===== config.mk =====
export PLATFORM = sky130hd
export DESIGN_NAME = modulo_is_zero
export DESIGN_NICKNAME = d
export VERILOG_FILES = /design/src/rtl/modulo_is_zero_pkg.sv /design/src/rtl/modulo_is_zero_div_step.sv /design/src/rtl/modulo_is_zero.sv
export SDC_FILE = /design/constraint.sdc
export NUM_CORES = 1
export LEC_CHECK = 0
export ABC_AREA = 1
export BUFFER_PORTS_ARGS = -buffer_cell sky130_fd_sc_hd__buf_4
export CORE_ASPECT_RATIO = 0.5
export CORE_MARGIN = 4
export CORE_UTILIZATION = 50
export CTS_CLUSTER_SIZE = 30
export DETAILED_ROUTE_END_ITERATION = 16
export PLACE_DENSITY = 0.72
export SLEW_MARGIN = 10
export SYNTH_ARGS = -nofsm -noshare
export SYNTH_HDL_FRONTEND = slang
export SYNTH_SLANG_ARGS = --single-unit
export TNS_END_PERCENT = 30

===== constraint.sdc =====
create_clock -name clk -period 4.8 [get_ports clk]
set_input_delay 0.96 -clock clk [delete_from_list [all_inputs] [get_ports clk]]
set_output_delay 0.96 -clock clk [all_outputs]
set_load 0.005 [all_outputs]

===== src/rtl/modulo_is_zero_pkg.sv =====
// Shared types and constants for the modulo_is_zero divisor-test engine.
package modulo_is_zero_pkg;

  localparam int DEFAULT_WIDTH = 32;

  typedef enum logic [1:0] {
    ST_IDLE = 2'd0,
    ST_CALC = 2'd1,
    ST_DONE = 2'd2
  } state_e;

endpackage


===== src/rtl/modulo_is_zero_div_step.sv =====
// One combinational restoring-division step: shift in a dividend bit and
// subtract the divisor when the shifted remainder reaches it.
module modulo_is_zero_div_step #(
  parameter int WIDTH = 32
) (
  input  logic [WIDTH:0]   rem_i,
  input  logic             bit_i,
  input  logic [WIDTH-1:0] b_i,
  output logic [WIDTH:0]   rem_o
);

  logic [WIDTH:0] shifted;
  logic [WIDTH:0] diff;
  logic           ge;

  // A set top bit means the true shifted value is at least 2^(WIDTH+1),
  // which already exceeds any divisor.
  assign shifted = {rem_i[WIDTH-1:0], bit_i};
  assign ge      = rem_i[WIDTH] | (shifted >= {1'b0, b_i});
  assign diff    = shifted - {1'b0, b_i};
  assign rem_o   = ge ? diff : shifted;

endmodule


===== src/rtl/modulo_is_zero.sv =====
// Multi-cycle test of (a mod b) == 0 using bit-serial restoring division,
// with valid/ready channels for operands and verdict.
module modulo_is_zero
  import modulo_is_zero_pkg::*;
#(
  parameter int WIDTH = DEFAULT_WIDTH
) (
  input  logic             clk,
  input  logic             rst_n,
  input  logic             valid_i,
  output logic             ready_i,
  input  logic [WIDTH-1:0] a,
  input  logic [WIDTH-1:0] b,
  output logic             y,
  output logic             valid_o,
  input  logic             ready_o
);

  // Handshakes: a transfer happens on a rising edge where valid and ready are
  // both high; ready_i and valid_o depend only on the registered state.
  localparam int CW = $clog2(WIDTH + 1);

  state_e           state_q, state_d;
  logic [WIDTH-1:0] a_q, a_d;
  logic [WIDTH-1:0] b_q, b_d;
  logic [WIDTH:0]   rem_q, rem_d;
  logic [WIDTH:0]   rem_step;
  logic [CW-1:0]    cnt_q, cnt_d;
  logic             y_q, y_d;

  modulo_is_zero_div_step #(.WIDTH(WIDTH)) u_step (
    .rem_i (rem_q),
    .bit_i (a_q[WIDTH-1]),
    .b_i   (b_q),
    .rem_o (rem_step)
  );

  always_comb begin
    state_d = state_q;
    a_d     = a_q;
    b_d     = b_q;
    rem_d   = rem_q;
    cnt_d   = cnt_q;
    y_d     = y_q;
    case (state_q)
      ST_IDLE: begin
        if (valid_i) begin
          a_d     = a;
          b_d     = b;
          rem_d   = '0;
          cnt_d   = CW'(WIDTH);
          y_d     = 1'b0;
          state_d = ST_CALC;
        end
      end
      ST_CALC: begin
        // Dividend is consumed MSB first from the top of a shift register.
        if (cnt_q != '0) begin
          rem_d = rem_step;
          a_d   = {a_q[WIDTH-2:0], 1'b0};
          cnt_d = cnt_q - CW'(1);
        end else begin
          y_d     = (rem_q == '0) && (b_q != '0);
          state_d = ST_DONE;
        end
      end
      ST_DONE: begin
        if (ready_o) state_d = ST_IDLE;
      end
      default: state_d = ST_IDLE;
    endcase
  end

  always_ff @(posedge clk or negedge rst_n) begin
    if (!rst_n) begin
      state_q <= ST_IDLE;
      a_q     <= '0;
      b_q     <= '0;
      rem_q   <= '0;
      cnt_q   <= '0;
      y_q     <= 1'b0;
    end else begin
      state_q <= state_d;
      a_q     <= a_d;
      b_q     <= b_d;
      rem_q   <= rem_d;
      cnt_q   <= cnt_d;
      y_q     <= y_d;
    end
  end

  assign ready_i = (state_q == ST_IDLE);
  assign valid_o = (state_q == ST_DONE);
  assign y       = y_q;

endmodule


==> results.md <==
- Fin Hold WS: 0.485 ns
- Worst hold endpoint: cnt_q[5]
- Syn_area_per_cell: 6.74 µm²
- Setup Skew: 0.0117 ns
- Vert. Die Dim: 97.6 µm
- Cell Area, Placed: 8610 µm²
- GRT met3 Usage: 0.0503
- Die width: 187 µm
- Core box area: 15,600 µm²
- Synthesized Nets: 1,293
- Max-cap violation count: 0
- HPWL Detailed: 15.2 mm
- Global-route wire length before repair: 33.9 mm
- Most used cell, CP: inv_2
- Worst reg2reg setup slack: 1.72 ns
- CP endpoint kind: flop
- Worst Path Required: 5.06 ns
- CP Max Fanout: 64
- IO buf count: 70
- Hold_buf cts: 0
- Worst path bufs/invs: 4
- Worst rel slew slack: 0.309
- Post-layout nets: 1,342
- RSZ-0062 raised after global routing: false
- RD Place Congestion: 0.963
- Post_cts resized: 0
- Wire length per cell after detailed routing: 13.8 µm
- Grt ovf: 0
- Hold Violations, Final: 0
- Cell variety after synth: 38
- Reg2reg end: a_q[30]
- GR Layer Usage met1: 0.340
- Met2 usage: 0.325
- Vias post-DR: 7,437
- Startpoint types: flop
- Seq/Total Area, Yosys: 0.331
- Setup Viol. Count Final: 0
- CTS tree: done
- Die area: 18,300 µm²
- Minimum clock period: 3.08 ns
- Placed instance count: 1,432
- Worst Path Arrival: 3.34 ns
- Worst path top cell family by delay: buffers and inverters
- WHS Path Cells: 2
- Tcrit/Tclk final: 0.643
- CTS Buf Count: 9
- Slew @ Worst Pin: 1.04 ns
- Worst min-delay path startpoint: cnt_q[5]
- DRC Markers: 0
- Pre-antenna DRT Iters: 8
- Status: completed
- Area Growth Syn to Fin: 10.8%
- Most used routing layer: met1
- FF-to-FF Start: cnt_q[0]
- First DRT Iteration DRCs: 690
- CTS sink cnt: 106
- Worst-Skew Late Latency: 0.36 ns
- Clk slew on worst S/H paths: 0.08 ns
- Cell area after synthesis: 8020 µm²
- Hold Crit Class: reg2reg
- Ports: 71
- GRT Util Overall: 0.223
- Crit-path cells: inv_1 > ha_1 > nand4_1 > nand2_1 > inv_2 > nor2_2 > buf_4 > inv_2 > o211ai_1 > o21ai_0
- Yosys warnings: 0
- Slowest stage cell, crit path: inv_2
- H-tree Lvls: 3
- Clock Tree Buf Depth: 2
- Final Non-Filler Cells: 1,447
- Starting Density: 0.515
- Via/cell ratio: 5.14
- Antenna Nets Post-Route: 0
- Antenna diodes: 0
- Reg2Reg Depth: 10
- Area share of the largest cell type after synthesis: 0.331
- Fin area: 8890 µm²
- Fraction of layout cells with a size suffix above 1: 0.138
- Setup Crit Path Kind: reg2reg
- Largest net degree at the start of global routing: 82
- DRT Wirelength: 20.0 mm
- Vias in the first global route: 6,895
- Post-synthesis cell count: 1,190
- Critical path depth in cells: 10
- Fin. max-slew vios: 0
- Clock Root Buffer: clkbuf_16
- Postcts setup bufs: 0
- Top cells by area, synth: dfrtp_1 33%, nand2_1 19%, inv_1 11%, ha_1 5.3%, nand3_1 4.2%
- Fin Setup TNS: 0 ns
- Max Freq: 324 MHz
- Initial antenna violation count: 0
- #FFs+latches synth: 106
- Leading area contributor after synthesis: dfrtp_1
- FP Rows: 32
- Slowest stage delay, CP: 0.69 ns
-- cell families after synthesis --
family	after synthesis	share of synthesized area
AO/OA/AOI/OAI	126	0.0900
adder cells (fa/ha/maj)	35	0.0555
XOR/XNOR	15	0.0164
flip-flops	106	0.331
buffers and inverters	273	0.140
AND/OR/NAND/NOR	635	0.368
-- layout by cell type, fill, tap and decap left out, types with 5 or more instances in the layout --
master,n
nand2_1,397
inv_1,230
dfrtp_1,106
buf_4,74
nand3_1,67
o21ai_0,67
nor2_1,50
ha_1,34
nand2_2,32
o211ai_1,31
nand3_2,27
nand4_1,21
a21oi_1,20
xnor2_1,14
clkbuf_16,9
nor4_1,8
inv_2,7
nand3b_1,6
nor3_1,6
and2_1,6
nor2_2,5
-- worst max path at each step --
stage                endpoint      from
floorplan           rem_q[16]    b_q[0]
global placement       a_q[8]  cnt_q[0]
detailed placement    a_q[19]  cnt_q[0]
CTS                   a_q[19]  cnt_q[0]
global route          a_q[23]  cnt_q[0]
finish                a_q[30]  cnt_q[0]
-- flip-flops by register name, summed over array words and instances, names as in the netlist --
name     count
cnt_q        6
state_q      2
y            1
rem_q       33
b_q         32
a_q         32
-- layer usage --
layer / wire (µm) / part of all wire
met5: 0 / 0
met4: 163 / 0.0082
met3: 1570 / 0.079
met2: 8110 / 0.41
met1: 10100 / 0.51
-- stage by stage --
step                       util  setup WS [ns]
final                     0.571           1.72
after global routing      0.571           1.42
after CTS                 0.571           1.73
after detailed placement  0.553           1.74
after global placement    0.553           1.91
after floorplan               -           2.88
-- Yosys cell counts --
cell      number
nand2_1      397
inv_1        231
dfrtp_1      106
nand3_1       67
o21ai_0       67
nor2_1        51
ha_1          34
nand2_2       32
o211ai_1      31
nand3_2       27
nand4_1       21
a21oi_1       20
xnor2_1       14
buf_2         11
clkbuf_1      11
nor4_1         8
and2_1         6
inv_2          6
nand3b_1       6
nor3_1         6
buf_1          5
nor2_2         4
buf_12         3
buf_4          3
buf_6          3
nand2_4        3
a31oi_1        2
nand2_8        2
nor2_4         2
o21ai_1        2
o31ai_1        2
a21o_1         1
a21oi_2        1
fa_1           1
nand3_4        1
nor3_2         1
nor4_4         1
xor2_1         1
-- layout make-up --
cell class              instances  area, µm²
multi-input cells             811       4250
fillers                      1512       6680
inverters                     237        890
clock inverters                 6       62.6
flip-flops and latches        106       2650
clock buffers                   9        225
repair buffers                 74        556
well taps                     204        255
-- tightest hold or removal path, delay by kind of cell (launching register included) --
family / cells / cell delay, ns
flip-flops: 1 / 0.35
AND/OR/NAND/NOR: 2 / 0.11
Power is not shown: default switching activity piles up to over one toggle a cycle in this logic, so the estimate is an artifact.
